## src/rtl/pattern_predictor_2bit.sv

```systemverilog
// 1-bit pattern predictor built on a 2-bit saturating counter, with
// running tallies of samples taken and correct predictions.
module pattern_predictor_2bit #(
    parameter int CNT_W = 8
) (
    input  logic       clk,
    input  logic       reset,
    input  logic       rst,
    input  logic       actual_pattern,
    output logic [7:0] x_cnt,
    output logic       predicted_patter,
    output logic       z_match,
    output logic [7:0] z_cnt
);

    logic [1:0]       state_q, state_d;
    logic [CNT_W-1:0] x_cnt_q, x_cnt_d;
    logic [CNT_W-1:0] z_cnt_q, z_cnt_d;
    logic             clear;

    // Soft clear (rst low) has the same effect as the hard reset.
    assign clear            = reset || !rst;
    assign predicted_patter = state_q[1];
    assign z_match          = (state_q[1] == actual_pattern);
    assign x_cnt            = x_cnt_q;
    assign z_cnt            = z_cnt_q;

    always_comb begin
        state_d = state_q;
        x_cnt_d = x_cnt_q + 1'b1;
        z_cnt_d = z_match ? z_cnt_q + 1'b1 : z_cnt_q;
        if (actual_pattern && state_q != 2'b11)
            state_d = state_q + 2'd1;
        else if (!actual_pattern && state_q != 2'b00)
            state_d = state_q - 2'd1;
    end

    always_ff @(posedge clk) begin
        if (clear) begin
            state_q <= 2'b00;
            x_cnt_q <= '0;
            z_cnt_q <= '0;
        end else begin
            state_q <= state_d;
            x_cnt_q <= x_cnt_d;
            z_cnt_q <= z_cnt_d;
        end
    end

endmodule

```

## config.mk

```make
export PLATFORM = sky130hd
export DESIGN_NAME = pattern_predictor_2bit
export DESIGN_NICKNAME = d
export VERILOG_FILES = /design/src/rtl/pattern_predictor_2bit.sv
export SDC_FILE = /design/constraint.sdc
export NUM_CORES = 1
export LEC_CHECK = 0
export ABC_AREA = 1
export BUFFER_PORTS_ARGS = -buffer_cell sky130_fd_sc_hd__clkbuf_2
export CORE_MARGIN = 3
export CORE_UTILIZATION = 49
export DETAILED_ROUTE_END_ITERATION = 10
export PLACE_DENSITY = 0.75
export SYNTH_ARGS = -nofsm -noshare
export SYNTH_HDL_FRONTEND = slang
export SYNTH_SLANG_ARGS = --single-unit
```

## constraint.sdc

```tcl
create_clock -name clk -period 1.35 [get_ports clk]
set_clock_uncertainty 0.15 [all_clocks]
set_input_delay 0.0675 -clock clk [delete_from_list [all_inputs] [get_ports clk]]
set_output_delay 0.0675 -clock clk [all_outputs]
set_load 0.05 [all_outputs]
```

==> results.py, run 1 <==
metrics = {
    "status": {
        "outcome": "completed",
    },
    "clock_network": {
        "clk_pin_slew_ns": 0.10,
        "cts_made_buffers": 3,
        "insertion_delay_ns": 0.28,
        "clock_path_buffers": 2,
        "clock-root-buffer": "clkbuf_4",
        "cts.sinks": 18,
        "htree_num_levels": 1,
        "cts_tree": "done",
    },
    "layout": {
        "drive_above_1_share": 0.319,
        "final.fill_count": 140,
        "fin_cells": 154,
        "area_growth_pct": 30.1,
        "stdcell_area_um2": 1050,
        "nets": 145,
        "antenna_cells": 0,
    },
    "power_and_ir_drop": {
        "power_density_nw_per_um2": 869,
        "peakVddDrop_mv": 0.484,
        "p_leak_nw": 0.440,
    },
    "timing": {
        "setup_ws_ns": 0.0310,
        "hold_viol": 0,
        "slew_headroom": 0.768,
        "worst_slew_pin_slew_ns": 0.347,
        "setup_viol": 0,
        "finalMaxSlewViolations": 0,
        "fin_crit_sh": 0.977,
        "tns_ns": 0,
        "max_freq_mhz": 758,
        "fin_crit_ns": 1.32,
    },
    "die": {
        "die_area_um2": 2170,
        "ioPinCount": 22,
        "rows": 14,
        "core-area_um2": 1520,
        "die_h_um": 46.6,
        "die_w_um": 46.6,
        "initial_core_util": 0.530,
    },
    "worst_setup_path": {
        "r2r_end": "state_q[1]$_SDFFE_PP0P_",
        "path_depth": 3,
        "path_buf_inv": 1,
        "crit_type": "reg -> reg",
        "cp_cell_sequence": "a21oi_1 -> dlygate4sd3_1 -> nor2_1",
        "crit_required_ns": 1.39,
        "start_kind": "flop",
        "reg2reg_slack_ns": 0.03,
        "cp_max_fo": 4,
        "critPathCaptureType": "flop",
        "crit_start": "state_q[1]$_SDFFE_PP0P_",
        "r2r_start": "state_q[1]$_SDFFE_PP0P_",
        "max_stage_delay_ns": 0.56,
        "crit_path_end": "state_q[1]$_SDFFE_PP0P_",
        "slowest_stage": "dlygate4sd3_1",
        "arrival_ns": 1.36,
        "crit_family": "buffers and inverters",
        "reg2reg_depth": 3,
    },
    "synthesis": {
        "syn_inst": 110,
        "yosysSeqAreaShare": 0.447,
        "syn_avg_cell_area_um2": 7.34,
        "synth_edf_count": 0,
        "synth_common_cells": "nand2_1, dfxtp_1, nor2_1, inv_1, a21oi_1",
        "synth_top_area_cell": "dfxtp_1",
        "synthTopCellsByArea": "dfxtp_1, nand2_1, a21oi_1",
        "synth_ff_type": "dfxtp_1",
        "yosysTopAreaCellShare": 0.447,
        "ys_ff_latch": 18,
        "synth.most_common_cell": "nand2_1",
        "synthArstFlopShare": 0,
        "syn-cell-area_um2": 807,
        "synth_fp_nets": 116,
        "ys.warnings.count": 0,
        "yosys.cell_types.count": 16,
    },
    "drt": {
        "wl_per_cell_um": 10.9,
        "route.detailed.drc": 0,
        "ant_nets": 0,
        "vias_per_cell": 4.95,
        "wirelength_um": 1690,
        "vias": 762,
        "drt-initial-drc-count": 16,
        "first_pass_iters": 4,
    },
    "place": {
        "gp_congestion": 0.738,
        "port_buffers": 21,
        "placed_area_um2": 940,
        "placed_cells": 145,
        "detailed_place_hpwl_um": 1070,
        "dp_slack_ns": 0.118,
    },
    "grt": {
        "overflow": 0,
        "grt_util_all_layers": 0.176,
        "grt_antenna_before_repair": 0,
        "grt_pass1_vias": 651,
        "grt_max_degree": 17,
        "grt_pass1_wl_um": 2640,
    },
    "hold_path": {
        "hold_class": "in -> reg",
    },
    "flow_run": {
        "drv_cap": 0,
    },
}
## tightest hold or removal path: stages
cell and delay [ns]:
clkbuf_2 0.11, nand2_2 0.15, a21oi_1 0.08
## how the worst min path moves through the flow
stage | cells past startpoint | slack, ns | end | from
finish | 3 | 0.02 | state_q[0]$_SDFFE_PP0P_ | actual_pattern
global route | 3 | 0.02 | state_q[0]$_SDFFE_PP0P_ | actual_pattern
CTS | 3 | -0.02 | state_q[0]$_SDFFE_PP0P_ | actual_pattern
detailed placement | 3 | 0.20 | state_q[1]$_SDFFE_PP0P_ | actual_pattern
global placement | 3 | 0.19 | state_q[1]$_SDFFE_PP0P_ | actual_pattern
floorplan | 2 | 0.07 | state_q[1]$_SDFFE_PP0P_ | actual_pattern
## what timing repair did
action / 4_1_cts / 5_1_grt
hold buffers: 3 / 0
pin swaps: 1 / 1
resized for setup: 5 / 2
endpoints found under the setup margin: 1 / 3
setup buffers: 0 / 2
hold endpoints to repair: 18 / 0
## per-stage QoR
step	power (W)	utilization	hold slack, ns
after global placement	0.000636	0.617	0.195
after detailed placement	0.000638	0.617	0.200
after floorplan	0.000622	-	0.0728
after global routing	0.000958	0.689	0.0244
after CTS	0.000914	0.674	-0.0169
final	0.000912	0.689	0.0199
## cell families (layout without fill, tap and decap cells)
family                   after synthesis  after routing  synth area share
AND/OR/NAND/NOR                       54             54             0.307
AO/OA/AOI/OAI                         18             18             0.112
flip-flops                            18             18             0.447
buffers and inverters                 17             45            0.0930
adder cells (fa/ha/maj)                2              2            0.0310
XOR/XNOR                               1              1            0.0109
## power breakdown
group	switching, W	internal, W
registers	0.00000738	0.000532
clock network	0.000157	0.000107
logic	0.0000687	0.0000397
total	0.000233	0.000679
## state kept, by name (all words and copies together) (netlist names)
register  flops
x_cnt         8
z_cnt         8
state_q       2
## routing by layer
| metal | vias to the layer above | part of all wire | track usage |
|---|---|---|---|
| met5 | - | 0 | 0 |
| met3 | 6 | 0.039 | 0.0352 |
| li1 | 411 | - | - |
| met4 | 0 | 0.031 | 0.125 |
| met2 | 16 | 0.50 | 0.308 |
| met1 | 329 | 0.43 | 0.183 |
## layout make-up
type	instances	area, µm²	share of cell area
Timing Repair Buffer	26	170	0.162
Multi-Input combinational cell	75	390	0.372
Sequential cell	18	387	0.368
Tap cell	16	20.0	0.0191
Clock buffer	3	22.5	0.0215
Clock inverter	1	3.75	0.00358
Inverter	15	56.3	0.0536
## cell usage in the layout, fill, tap and decap left out
cell / count
clkbuf_2: 20
nand2_1: 19
nor2_1: 16
inv_1: 15
a21oi_1: 13
nand3_1: 10
dfxtp_1: 7
dfxtp_2: 6
dfxtp_4: 5
o21ai_0: 4
clkbuf_4: 3
dlygate4sd3_1: 3
nor2_2: 2
nor2_4: 2
nand4_1: 2
ha_1: 2
buf_4: 2
nand2_4: 1
nand2_2: 1
nand2_8: 1
xnor2_1: 1
o21ai_1: 1
clkinv_1: 1
clkbuf_16: 1
Power figures use the tool's default switching activity.
==> inputs of run 2 (changes only) <==
--- a/config.mk
+++ b/config.mk
@@ -8,9 +8,9 @@
 export ABC_AREA = 1
 export BUFFER_PORTS_ARGS = -buffer_cell sky130_fd_sc_hd__clkbuf_2
 export CORE_MARGIN = 3
-export CORE_UTILIZATION = 49
+export CORE_UTILIZATION = 40
 export DETAILED_ROUTE_END_ITERATION = 10
-export PLACE_DENSITY = 0.75
+export RECOVER_POWER = 50
 export SYNTH_ARGS = -nofsm -noshare
 export SYNTH_HDL_FRONTEND = slang
 export SYNTH_SLANG_ARGS = --single-unit
==> results.py, run 2 (synthesis results as in run 1) <==
metrics = {
    "die": {
        "die_area_um2": 2590,
        "die_h_um": 50.9,
        "core-area_um2": 1820,
        "rows": 15,
        "ioPinCount": 22,
        "die_w_um": 50.9,
        "initial_core_util": 0.443,
    },
    "flow_run": {
        "drv_cap": 0,
    },
    "worst_setup_path": {
        "crit_family": "flip-flops",
        "slowest_stage": "dfxtp_4",
        "cp_max_fo": 5,
        "path_buf_inv": 2,
        "start_kind": "flop",
        "arrival_ns": 1.06,
        "crit_type": "reg -> out",
        "critPathCaptureType": "output port",
        "reg2reg_slack_ns": 0.12,
        "max_stage_delay_ns": 0.36,
        "crit_required_ns": 1.13,
        "cp_cell_sequence": "inv_1 -> nand2_4 -> nand2_8 -> clkbuf_16",
    },
    "grt": {
        "grt_max_degree": 17,
        "grt_pass1_vias": 644,
        "grt_pass1_wl_um": 2770,
        "grt_antenna_before_repair": 0,
        "grt_util_all_layers": 0.140,
        "overflow": 0,
    },
    "timing": {
        "hold_ws_ns": -0.00717,
        "fin_crit_ns": 1.28,
        "slew_headroom": 0.781,
        "rsz0062_at_grt": "false",
        "max_freq_mhz": 782,
        "finalMaxSlewViolations": 0,
        "fin_crit_sh": 0.947,
        "worst_slew_pin_slew_ns": 0.327,
        "hold_viol": 1,
        "setup_viol": 0,
        "tns_ns": 0,
    },
    "power_and_ir_drop": {
        "peakVddDrop_mv": 0.619,
        "power_density_nw_per_um2": 865,
        "p_leak_nw": 0.444,
        "totalPowerFinal_w": 0.000933,
    },
    "layout": {
        "nets": 146,
        "fin_cells": 164,
        "drive_above_1_share": 0.288,
        "layout_common_cells": "nand2_1, clkbuf_2, nor2_1",
        "area_growth_pct": 33.6,
        "antenna_cells": 0,
    },
    "status": {
        "failed_checks": "negative hold slack",
        "outcome": "complete, but fails checks",
    },
    "drt": {
        "wirelength_um": 1670,
        "vias_per_cell": 4.70,
        "ant_nets": 0,
        "drt-initial-drc-count": 18,
        "vias": 771,
        "route.detailed.drc": 0,
        "wl_per_cell_um": 10.2,
        "first_pass_iters": 4,
    },
    "place": {
        "detailed_place_hpwl_um": 1160,
        "placed_cells": 154,
        "port_buffers": 21,
        "gp_congestion": 0.703,
    },
    "clock_network": {
        "cts.sinks": 18,
        "clock-root-buffer": "clkbuf_4",
        "htree_num_levels": 1,
        "cts_tree": "done",
        "insertion_delay_ns": 0.29,
        "clk_pin_slew_ns": 0.10,
        "clock_path_buffers": 2,
        "cts_made_buffers": 3,
    },
    "hold_path": {
        "hold_class": "in -> reg",
    },
}
[run 2: cell count changes in the layout (fill, tap and decap cells not counted), sizes merged]
cell,before,now
dlygate4sd3,3,2
buf,2,4
clkbuf,24,25
clkinv,1,0
[run 2: metrics by stage]
step	worst slack, ns	cell area, µm²	utilization
5_1_grt	0.0130	1080	0.592
2_1_floorplan	0.0263	833	-
4_1_cts	0.00534	1030	0.565
6_report	0.0716	1080	0.592
3_5_place_dp	0.0965	951	0.522
3_3_place_gp	0.137	951	0.522
[run 2: area by class of cell]
cell class	instances	area, µm²
Sequential cell	18	378
Multi-Input combinational cell	75	400
Inverter	15	56.3
Fill cell	183	742
Tap cell	25	31.3
Clock buffer	4	26.3
Timing Repair Buffer	27	186
[run 2: path summary, 6_finish.rpt]
path                                start                       to  cells after the start
hold reg to reg       x_cnt[0]$_SDFF_PP0_      x_cnt[0]$_SDFF_PP0_                      1
hold / removal             actual_pattern  state_q[0]$_SDFFE_PP0P_                      3
setup / recovery  state_q[1]$_SDFFE_PP0P_                  z_match                      4
setup reg to reg      x_cnt[1]$_SDFF_PP0_      x_cnt[6]$_SDFF_PP0_                      6
[run 2: worst min-delay path: cells and delay by family]
family,cells,cell delay (ns)
AO/OA/AOI/OAI,1,0.08
AND/OR/NAND/NOR,1,0.14
buffers and inverters,1,0.10
[run 2: per-layer routing]
| metal | vias up | wire (µm) | global-route usage |
|---|---|---|---|
| li1 | 410 | - | - |
| met1 | 342 | 848 | 0.187 |
| met2 | 17 | 728 | 0.215 |
| met3 | 2 | 77 | 0.0350 |
| met4 | 0 | 12 | 0.0538 |
| met5 | - | 0 | 0 |
[run 2: power by group]
group | total, W | switching (W) | leakage, nW | internal (W)
logic | 0.000116 | 0.0000697 | 0.279 | 0.0000465
registers | 0.000542 | 0.00000829 | 0.150 | 0.000534
clock network | 0.000275 | 0.000160 | 0.0150 | 0.000115
total | 0.000933 | 0.000238 | 0.444 | 0.000695
[run 2: repair_timing]
item	4_1_cts	5_1_grt
hold buffers	2	1
pin swaps	1	2
setup buffers	0	4
gates resized for setup	5	3
endpoints found under the hold margin	18	1
setup endpoints to repair	1	3
